[src/rtl/cursor_tracker.sv]
// cursor_tracker: four debounced direction buttons move an (X,Y) cursor with
// hold-to-repeat, clamp or wrap at the edges, and a synchronous recenter.
// Ports: iVGA_CLK clock, iRST_n async active-low reset;
//        up/down/left/right raw async buttons, iCenter recenter request;
//        oX/oY cursor position, oMoved one-cycle pulse on any position change.
module cursor_tracker #(
  parameter int H_MAX        = 640,
  parameter int V_MAX        = 480,
  parameter int STEP         = 4,
  parameter int DEB_CYCLES   = 500000,
  parameter int REPEAT_DELAY = 12500000,
  parameter int REPEAT_RATE  = 2500000,
  parameter bit WRAP         = 1'b0
) (
  input  logic                     iVGA_CLK,
  input  logic                     iRST_n,
  input  logic                     up,
  input  logic                     down,
  input  logic                     left,
  input  logic                     right,
  input  logic                     iCenter,
  output logic [$clog2(H_MAX)-1:0] oX,
  output logic [$clog2(V_MAX)-1:0] oY,
  output logic                     oMoved
);

  localparam int XW = $clog2(H_MAX);
  localparam int YW = $clog2(V_MAX);
  localparam int AW = ((XW > YW) ? XW : YW) + 1;
  localparam int DW = $clog2(DEB_CYCLES + 1);
  localparam int RM = (REPEAT_DELAY > REPEAT_RATE) ?
                      REPEAT_DELAY : REPEAT_RATE;
  localparam int RW = $clog2(RM + 1);
  localparam logic [XW-1:0] X_C = XW'(H_MAX / 2);
  localparam logic [YW-1:0] Y_C = YW'(V_MAX / 2);

  typedef enum logic [1:0] {
    IDLE,
    DELAY,
    REPEAT
  } axis_st_t;

  // channel order: 0 up, 1 down, 2 left, 3 right
  logic [3:0] raw;
  logic [3:0] sync1_q;
  logic [3:0] sync2_q;
  logic [3:0] deb;

  assign raw = {right, left, down, up};

  always_ff @(posedge iVGA_CLK or negedge iRST_n) begin
    if (!iRST_n) begin
      sync1_q <= '0;
      sync2_q <= '0;
    end else begin
      sync1_q <= raw;
      sync2_q <= sync1_q;
    end
  end

  for (genvar i = 0; i < 4; i++) begin : g_deb
    logic [DW-1:0] cnt_q;
    logic [DW-1:0] cnt_d;
    logic          val_q;
    logic          val_d;

    // count only while input disagrees; any agreement restarts the count
    always_comb begin
      cnt_d = '0;
      val_d = val_q;
      if (sync2_q[i] != val_q) begin
        if (cnt_q == DW'(DEB_CYCLES - 1)) begin
          val_d = sync2_q[i];
        end else begin
          cnt_d = cnt_q + 1'b1;
        end
      end
    end

    always_ff @(posedge iVGA_CLK or negedge iRST_n) begin
      if (!iRST_n) begin
        cnt_q <= '0;
        val_q <= 1'b0;
      end else begin
        cnt_q <= cnt_d;
        val_q <= val_d;
      end
    end

    assign deb[i] = val_q;
  end

  // axis 0 = X (right is +), axis 1 = Y (down is +)
  logic [1:0] pos;
  logic [1:0] neg;
  logic [1:0] stp;

  assign pos = {deb[1], deb[3]};
  assign neg = {deb[0], deb[2]};

  for (genvar a = 0; a < 2; a++) begin : g_axis
    axis_st_t      st_q;
    axis_st_t      st_d;
    logic          dir_q;
    logic          dir_d;
    logic [RW-1:0] cnt_q;
    logic [RW-1:0] cnt_d;
    logic [RW-1:0] lim;
    logic          req;
    logic          s;

    assign req = pos[a] ^ neg[a];
    assign lim = (st_q == DELAY) ? RW'(REPEAT_DELAY - 1)
                                 : RW'(REPEAT_RATE - 1);

    always_comb begin
      st_d  = st_q;
      dir_d = dir_q;
      cnt_d = cnt_q;
      s     = 1'b0;
      if (iCenter || !req) begin
        st_d  = IDLE;
        cnt_d = '0;
      end else if (st_q == IDLE || dir_q != pos[a]) begin
        // fresh press, or reversal treated as a fresh press
        s     = 1'b1;
        st_d  = DELAY;
        dir_d = pos[a];
        cnt_d = '0;
      end else if (cnt_q == lim) begin
        s     = 1'b1;
        st_d  = REPEAT;
        cnt_d = '0;
      end else begin
        cnt_d = cnt_q + 1'b1;
      end
    end

    always_ff @(posedge iVGA_CLK or negedge iRST_n) begin
      if (!iRST_n) begin
        st_q  <= IDLE;
        dir_q <= 1'b0;
        cnt_q <= '0;
      end else begin
        st_q  <= st_d;
        dir_q <= dir_d;
        cnt_q <= cnt_d;
      end
    end

    assign stp[a] = s;
  end

  // one spare bit so c+STEP and c+MAX never overflow
  function automatic logic [AW-1:0] step_f(
    input logic [AW-1:0] c,
    input logic [AW-1:0] m,
    input logic          fwd
  );
    logic [AW-1:0] st;
    logic [AW-1:0] sum;
    st  = AW'(STEP);
    sum = c + st;
    if (fwd) begin
      if (WRAP) step_f = (sum >= m) ? sum - m : sum;
      else      step_f = (sum >= m - 1'b1) ? m - 1'b1 : sum;
    end else begin
      if (c >= st)   step_f = c - st;
      else if (WRAP) step_f = c + m - st;
      else           step_f = '0;
    end
  endfunction

  logic [XW-1:0] x_q;
  logic [XW-1:0] x_d;
  logic [YW-1:0] y_q;
  logic [YW-1:0] y_d;
  logic          moved_q;
  logic          moved_d;

  always_comb begin
    x_d = x_q;
    y_d = y_q;
    if (iCenter) begin
      x_d = X_C;
      y_d = Y_C;
    end else begin
      if (stp[0]) x_d = XW'(step_f(AW'(x_q), AW'(H_MAX), pos[0]));
      if (stp[1]) y_d = YW'(step_f(AW'(y_q), AW'(V_MAX), pos[1]));
    end
    moved_d = (x_d != x_q) || (y_d != y_q);
  end

  always_ff @(posedge iVGA_CLK or negedge iRST_n) begin
    if (!iRST_n) begin
      x_q     <= X_C;
      y_q     <= Y_C;
      moved_q <= 1'b0;
    end else begin
      x_q     <= x_d;
      y_q     <= y_d;
      moved_q <= moved_d;
    end
  end

  assign oX     = x_q;
  assign oY     = y_q;
  assign oMoved = moved_q;

endmodule

[config.mk]
export PLATFORM = sky130hd
export DESIGN_NAME = cursor_tracker
export DESIGN_NICKNAME = d
export VERILOG_FILES = /design/src/rtl/cursor_tracker.sv
export SDC_FILE = /design/constraint.sdc
export NUM_CORES = 1
export LEC_CHECK = 0
export ABC_AREA = 1
export CAP_MARGIN = 20
export CORE_MARGIN = 2
export CORE_UTILIZATION = 62
export DETAILED_ROUTE_END_ITERATION = 12
export PLACE_DENSITY = 0.81
export SLEW_MARGIN = 10
export SYNTH_ARGS = -nofsm -noshare
export SYNTH_HDL_FRONTEND = slang
export SYNTH_SLANG_ARGS = --single-unit
export TNS_END_PERCENT = 5
[constraint.sdc]
create_clock -name iVGA_CLK -period 2.4 [get_ports iVGA_CLK]
set_input_delay 0.6 -clock iVGA_CLK [delete_from_list [all_inputs] [get_ports iVGA_CLK]]
set_output_delay 0.6 -clock iVGA_CLK [all_outputs]
set_load 0.02 [all_outputs]
==> metrics.md, run 1 <==
| Metric | Value |
|---|---|
| Number of filler instances in the final layout | 1080 |
| Min-delay worst type | in2async |
| Critical path fanouts, max | 6 |
| Die width | 126 um |
| Met3 usage in global routing | 5.99% |
| Final setup violation count | 0 |
| Type of element capturing the critical path | output port |
| Normalized max-slew margin | 68.7% |
| Maximum number of pins on one net before global-route repair | 51 |
| Clock tree sinks | 162 |
| First-pass detailed-route iteration total | 6 |
| Leakage component of the power | 4.83 nW |
| Final Hold Violating Endpoints | 0 |
| Register-to-register setup slack | 100 ps |
| IO Count | 27 |
| Share of post-route cells with drive strength above 1 | 14.5% |
| Pins over their slew limit | 0 |
| Number of synthesized flops with an enable pin | 0 |
| Worst setup SP type | flop |
| Max H-tree Level | 4 |
| WP data required | 1800 ps |
| Met2 routing resource usage after global routing | 46.3% |
| VDD IR-drop max | 0.512 mV |
| Async S/R FF share, synth | 100% |
| Pwr Density | 517 nW/um2 |
| Maximum capacitance violations | 0 |
| Core Area | 14500 um2 |
| First-iteration detailed-routing DRC count | 856 |
| Setup repair after global routing missed its margin | yes |
| TritonCTS Buffers | 17 |
| Maximum clock path buffer count | 2 |
| Number of input and output port buffers inserted | 26 |
| Met1 demand-to-capacity share in global routing | 34.7% |
| Number of core rows | 44 |
| PnR worst setup slack | 70.3 ps |
| Multi-input gate area in the final layout | 4620 um2 |
| CTS clk-pin slew, worst paths | 60 ps |
| Overall power | 0.00559 W |
| Initial antenna violation count | 0 |
| Vertical extent of the die | 126 um |
| Slew @ Worst Pin | 470 ps |
| Worst flop-to-flop path startpoint | oY[4] |
| Total via count in the routed design | 8220 |
| Top achievable clock speed | 0.429 GHz |
| Clock tree from TritonCTS | yes |
| Clock skew after layout | 6.90 ps |
| Post-DP HPWL | 14600 um |
| # nets final | 1310 |
| CP Class | reg2out |
| Worst skew pair latency | 440 ps |
| Hold_ws | 112 ps |
| Average wire length per cell after detail routing | 14.1 um |
| Total global routing overflow | 0 |
| Most Used Layer, Global Route | met2 |
| Number of cells produced by synthesis | 1206 |
| Sequential standard cell area | 4070 um2 |
| Tmin final | 2330 ps |
| Antenna Cells | 0 |
| GRT Total Usage | 27.3% |
| Mean instance size in the synthesized netlist | 7.67 um2 |
| Data arrival time at the worst-slack endpoint | 1730 ps |
| CTS Root Buffer Type | sky130_fd_sc_hd__clkbuf_16 |
| Average via count per standard cell | 5.53 |
| Number of global-route vias before repair | 7993 |
| Relative area change from synthesis to final layout | 16.9% |
| Crit path from | oY[5] |
| Result of the run | finished clean |
| DRC violation count after routing | 0 |
| First-pass GRT wire length | 35700 um |
| Total length of routed wires | 20900 um |
| Syn. warnings | 0 |
| Die Footprint | 15900 um2 |
| Total nets after synthesis | 1227 |
| Hold buffer count at CTS | 0 |
| Most common flop cell mapped by yosys | sky130_fd_sc_hd__dfrtp_1 |
| Number of library cell types mapped by synthesis | 51 |
| Syn Std Cell Area | 9250 um2 |
| Remaining number of nets flagged by the antenna check after routing | 0 |
| #FFs+latches synth | 162 |
| RePlAce Congestion | 0.880 |
| Post-placement setup slack | -98.8 ps |
| Cell count of the worst reg-to-reg path | 17 |
| Starting density of the core | 63.6% |
| Crit Reg-Reg Endpoint | oMoved |
| Timing endpoint of the critical path | oY[5] |
| Post-route clock period utilization | 97.1% |
| Share of synthesized area occupied by flip-flops and latches | 43.9% |
==> power by group <==
part           switching, W  internal [W]  total [W]
clock               0.00111       0.00156    0.00267
combinational      0.000107     0.0000427   0.000150
sequential        0.0000151       0.00275    0.00277
==> critical path, stage by stage (launching register included) <==
cell and delay, ps:
sky130_fd_sc_hd__dfstp_2 580, sky130_fd_sc_hd__buf_4 130, sky130_fd_sc_hd__clkdlybuf4s50_1 590
==> what timing repair did <==
| action | 4_1_cts | 5_1_grt |
|---|---|---|
| resized for setup | 1 | 39 |
| buffers inserted | 0 | 13 |
| setup endpoints to repair | 1 | 12 |
| pin swaps | 0 | 11 |
==> area by class of cell <==
cell class	instances	area share (%)
timing repair buffer	79	6.36
clock inverter	13	1.23
clock buffer	19	4.10
inverter	168	5.83
tap	184	2.13
sequential	162	37.6
multi-input combinational	861	42.7
==> registers in the layout, summed over array words and instances, names as in the netlist <==
register / flops
oY: 9
sync1_q: 4
g_deb.cnt_q: 76
g_axis.st_q: 4
g_axis.dir_q: 2
oMoved: 1
g_axis.cnt_q: 48
oX: 10
sync2_q: 4
g_deb.val_q: 4
==> metrics by stage <==
| step | TNS [ps] | utilization (%) | instance area [um2] | instances |
|---|---|---|---|---|
| after floorplan | 0 | - | 9250 | 1206 |
| after global placement | -26.2 | 68.8 | 10000 | 1441 |
| after detailed placement | -98.8 | 68.8 | 10000 | 1441 |
| after CTS | 0 | 72.7 | 10600 | 1473 |
| after global routing | -559 | 74.4 | 10800 | 1486 |
| final | 0 | 74.4 | 10800 | 1486 |
==> placed cells by master, fill, tap and decap left out, types with 9 or more instances in the layout <==
| cell type | netlist | layout |
|---|---|---|
| sky130_fd_sc_hd__a21oi_1 | 61 | 61 |
| sky130_fd_sc_hd__buf_4 | 2 | 51 |
| sky130_fd_sc_hd__clkbuf_16 | 0 | 17 |
| sky130_fd_sc_hd__clkdlybuf4s50_1 | 0 | 22 |
| sky130_fd_sc_hd__dfrtp_1 | 156 | 152 |
| sky130_fd_sc_hd__ha_1 | 14 | 13 |
| sky130_fd_sc_hd__inv_1 | 159 | 157 |
| sky130_fd_sc_hd__inv_2 | 7 | 9 |
| sky130_fd_sc_hd__nand2_1 | 249 | 244 |
| sky130_fd_sc_hd__nand2_2 | 12 | 13 |
| sky130_fd_sc_hd__nand3_1 | 84 | 80 |
| sky130_fd_sc_hd__nand4_1 | 39 | 39 |
| sky130_fd_sc_hd__nor2_1 | 172 | 165 |
| sky130_fd_sc_hd__nor2_2 | 11 | 18 |
| sky130_fd_sc_hd__nor3_1 | 40 | 39 |
| sky130_fd_sc_hd__nor3_2 | 12 | 10 |
| sky130_fd_sc_hd__nor3b_1 | 14 | 14 |
| sky130_fd_sc_hd__o21ai_0 | 38 | 37 |
| sky130_fd_sc_hd__xnor2_1 | 9 | 9 |
| sky130_fd_sc_hd__xor2_1 | 27 | 27 |
==> worst min-delay path by stage <==
| stage | slack (ps) | end | from |
|---|---|---|---|
| finish | 110 | g_axis[1].cnt_q[11] | iRST_n |
| global route | 130 | g_axis[1].cnt_q[12] | iRST_n |
| CTS | 120 | g_axis[1].cnt_q[13] | iRST_n |
| detailed placement | 340 | sync2_q[1] | sync1_q[1] |
| global placement | 330 | sync2_q[0] | sync1_q[0] |
| floorplan | 300 | g_axis[0].cnt_q[0] | iRST_n |
==> kinds of logic after synthesis <==
logic type	after synthesis	share of synthesized area (%)
AND/OR/NAND/NOR	672	34.2
XOR/XNOR	36	3.41
multiplexers	3	0.365
flip-flops	162	43.9
adder cells (fa/ha/maj)	14	1.89
buffers and inverters	183	7.67
AO/OA/AOI/OAI	136	8.58
==> per-layer routing <==
metal	wire length (um)	vias to the layer above	part of all wire, %
met5	0	-	0
met2	10400	230	50
li1	-	4091	-
met3	1020	40	4.9
met4	328	0	1.6
met1	9160	3859	44
==> synth_stat cells (6+ instances only) <==
master                       n  area share (%)
sky130_fd_sc_hd__nand2_1   249              10
sky130_fd_sc_hd__nor2_1    172             7.0
sky130_fd_sc_hd__inv_1     159             6.5
sky130_fd_sc_hd__dfrtp_1   156              42
sky130_fd_sc_hd__nand3_1    84             4.5
sky130_fd_sc_hd__a21oi_1    61             3.3
sky130_fd_sc_hd__nor3_1     40             2.2
sky130_fd_sc_hd__nand4_1    39             2.6
sky130_fd_sc_hd__o21ai_0    38             2.1
sky130_fd_sc_hd__xor2_1     27             2.6
sky130_fd_sc_hd__ha_1       14             1.9
sky130_fd_sc_hd__nor3b_1    14             1.1
sky130_fd_sc_hd__nand2_2    12            0.81
sky130_fd_sc_hd__nor3_2     12             1.3
sky130_fd_sc_hd__nor2_2     11            0.74
sky130_fd_sc_hd__nor4_1      9            0.61
sky130_fd_sc_hd__xnor2_1     9            0.85
sky130_fd_sc_hd__o21a_1      8            0.65
sky130_fd_sc_hd__inv_2       7            0.28
sky130_fd_sc_hd__a31oi_1     6            0.41
sky130_fd_sc_hd__buf_2       6            0.32
sky130_fd_sc_hd__clkbuf_1    6            0.24
sky130_fd_sc_hd__dfstp_2     6             1.7
(Power assumes the default switching activity.)
==> inputs of run 2 (changes only) <==
--- a/config.mk
+++ b/config.mk
@@ -9,6 +9,8 @@
 export CAP_MARGIN = 20
-export CORE_MARGIN = 2
-export CORE_UTILIZATION = 62
+export CELL_PAD_IN_SITES_DETAIL_PLACEMENT = 0
+export CELL_PAD_IN_SITES_GLOBAL_PLACEMENT = 1
+export CORE_MARGIN = 1
+export CORE_UTILIZATION = 47
 export DETAILED_ROUTE_END_ITERATION = 12
-export PLACE_DENSITY = 0.81
+export PLACE_DENSITY = 0.82
 export SLEW_MARGIN = 10
--- a/constraint.sdc
+++ b/constraint.sdc
@@ -3,2 +3,2 @@
 set_output_delay 0.6 -clock iVGA_CLK [all_outputs]
-set_load 0.02 [all_outputs]
+set_load 0.01 [all_outputs]
==> metrics.md, run 2 (synthesized netlist as in run 1, its figures left out) <==
| Metric | Value |
|---|---|
| Number of core rows | 50 (+14%) |
| Result of the run | finished clean |
| Overall power | 0.00588 W (+5.3%) |
| # nets final | 1326 (+1.2%) |
| CP Class | reg2reg |
| Average wire length per cell after detail routing | 13.1 um (-7.1%) |
| Leakage component of the power | 4.89 nW (+1.3%) |
| Number of input and output port buffers inserted | 26 (unchanged) |
| Tmin final | 2290 ps (-36.9 ps) |
| Min-delay worst type | in2async |
| Die width | 142 um (+13%) |
| VDD IR-drop max | 0.477 mV (-6.8%) |
| Slew @ Worst Pin | 549 ps (+79.1 ps) |
| Critical-path cell list | buf_4 > ha_1 > or2_2 > nand2_1 > nor2_1 > nand3_1 > nand2_1 > nand2_2 > nand2_4 > nand3_4 > buf_4 > nand3_1 > nand2_1 > nand4_1 > nor2_1 > nand2_1 |
| Relative area change from synthesis to final layout | 20.0% |
| Top achievable clock speed | 0.436 GHz (+1.6%) |
| Cell count of the worst reg-to-reg path | 16 (-1) |
| Total length of routed wires | 20600 um (-1.3%) |
| Register-to-register setup slack | 110 ps (about the same) |
| Average via count per standard cell | 5.01 (-9.4%) |
| Total global routing overflow | 0 (unchanged) |
| Most frequent cell on the critical path | sky130_fd_sc_hd__nand2_1 |
| Post-route clock period utilization | 95.5% (-1.5 points) |
| Worst setup SP type | flop |
| Number of global-route vias before repair | 7623 (-4.6%) |
| Starting density of the core | 48.6% (-15 points) |
| GRT Total Usage | 22.0% (-5.3 points) |
| Standard cell with the maximum stage delay on the critical path | sky130_fd_sc_hd__dfrtp_1 |
| Largest register FFs | 76 (unchanged) |
| Pins over their slew limit | 0 (unchanged) |
| Most frequent standard cell in the layout excluding fill and tap cells | sky130_fd_sc_hd__nand2_1 |
| Pwr Density | 530 nW/um2 (+2.5%) |
| IO Count | 27 (unchanged) |
| Share of post-route cells with drive strength above 1 | 15.8% (+1.3 points) |
| Final setup violation count | 0 (unchanged) |
| Crit path buffers/inverters | 2 (unchanged) |
| Number of filler instances in the final layout | 1790 (+66%) |
| Clock tree sinks | 162 (unchanged) |
| Placed Cells incl. Taps | 1532 (+6.3%) |
| Clock skew after layout | 9.46 ps (+2.56 ps) |
| Dominant delay contributor by cell family on the critical path | simple AND/OR/NAND/NOR gates |
| Maximum capacitance violations | 0 (unchanged) |
| Largest incremental delay on the critical path | 420 ps (-170 ps) |
| Core Area | 19000 um2 (+31%) |
| Non-filler cells, final | 1578 (+6.2%) |
| Post-placement setup slack | -83.6 ps (+15.3 ps) |
| PnR worst setup slack | 107 ps (+36.9 ps) |
| Die Footprint | 20200 um2 (+27%) |
| Remaining number of nets flagged by the antenna check after routing | 0 (unchanged) |
| Crit path depth | 16 (+14) |
| Vertical extent of the die | 142 um (+13%) |
| Clock tree from TritonCTS | yes |
| Setup repair after global routing missed its margin | yes |
| Initial antenna violation count | 0 (unchanged) |
| Register name with the most flops | g_deb.cnt_q |
| Max H-tree Level | 4 (unchanged) |
| Normalized max-slew margin | 63.4% (-5.3 points) |
| DRC violation count after routing | 0 (unchanged) |
| Data arrival time at the worst-slack endpoint | 2610 ps (+880 ps) |
| First-pass GRT wire length | 35400 um (-0.75%) |
| Total via count in the routed design | 7907 (-3.8%) |
| Final Hold Violating Endpoints | 0 (unchanged) |
| First-iteration detailed-routing DRC count | 373 (-56%) |
| Worst flop-to-flop path startpoint | oX[3] |
| Antenna Cells | 0 (unchanged) |
| Maximum clock path buffer count | 2 (unchanged) |
| Final sum of negative setup slack | 0 ps (unchanged) |
| WP data required | 2720 ps (+920 ps) |
| Post-DP HPWL | 15200 um (+4.7%) |
| Maximum number of pins on one net before global-route repair | 55 (+7.8%) |
| RePlAce Congestion | 0.862 (-2.1%) |
| First-pass detailed-route iteration total | 5 (-1) |
| Worst skew pair latency | 430 ps (about the same) |
| TritonCTS Buffers | 17 (unchanged) |
| Top library cells by usage in the layout, fill and taps aside | 244 x sky130_fd_sc_hd__nand2_1, 165 x sky130_fd_sc_hd__nor2_1, 156 x sky130_fd_sc_hd__inv_1, 154 x sky130_fd_sc_hd__dfrtp_1, 79 x sky130_fd_sc_hd__nand3_1 |
| CTS Root Buffer Type | sky130_fd_sc_hd__clkbuf_16 |
| Crit Reg-Reg Endpoint | oMoved |
| Type of element capturing the critical path | flop |
| CTS clk-pin slew, worst paths | 70 ps (about the same) |
| Critical path fanouts, max | 6 (unchanged) |
run 2: changes by cell type in the layout (fill, tap and decap cells not counted), moves of 3 or more:
cell,before,now
sky130_fd_sc_hd__clkinv_2,6,2
sky130_fd_sc_hd__buf_4,51,63
sky130_fd_sc_hd__buf_12,2,5
sky130_fd_sc_hd__clkinvlp_4,1,4
run 2: per-stage QoR:
stage          hold WS, ps  area [um2]  util (%)
2_1_floorplan          304        9250         -
3_3_place_gp           338       10200      53.8
3_5_place_dp           340       10200      53.8
4_1_cts                152       10900      57.3
5_1_grt                178       11100      58.4
6_report               147       11100      58.4
run 2: power breakdown:
part           internal [W]  switching, W
sequential          0.00275     0.0000149
combinational     0.0000501      0.000111
clock               0.00183       0.00113
total               0.00463       0.00125
run 2: worst max path at each step:
stage / from / endpoint / slack (ps)
after CTS: oY[3] / oMoved / 80
after detailed placement: iCenter / oMoved / -80
after global routing: oX[2] / oMoved / -100
after floorplan: iCenter / oMoved / 260
final: oX[3] / oMoved / 110
after global placement: iCenter / oMoved / -50
run 2: routing by layer:
| layer | routed length [um] | global-route usage [%] | vias up |
|---|---|---|---|
| met5 | 0 | 0 | - |
| met4 | 261 | 6.85 | 0 |
| met3 | 495 | 3.57 | 20 |
| met2 | 9620 | 35.9 | 79 |
| met1 | 10300 | 29.8 | 3683 |
| li1 | - | - | 4125 |
run 2: repair_timing:
action / 4_1_cts / 5_1_grt
hold buffers: 0 / 0
buffers inserted: 3 / 11
resized for setup: 1 / 33
pin swaps: 0 / 16
endpoints found under the setup margin: 2 / 7
endpoints found under the hold margin: 0 / 0
run 2: area by class of cell:
cell class	count	area [um2]	area share, %
clock buffers	20	467	4.20
well taps	260	325	2.93
repair buffers	95	845	7.61
inverters	168	631	5.68
flip-flops and latches	162	4060	36.6
multi-input cells	861	4590	41.4
clock inverters	12	178	1.60
==> inputs of run 3 (changes only) <==
Settings changed: HOLD_SLACK_MARGIN set to 0.02.
==> results of run 3 <==
Final layout, timing and power as in run 2 (identical DEF).
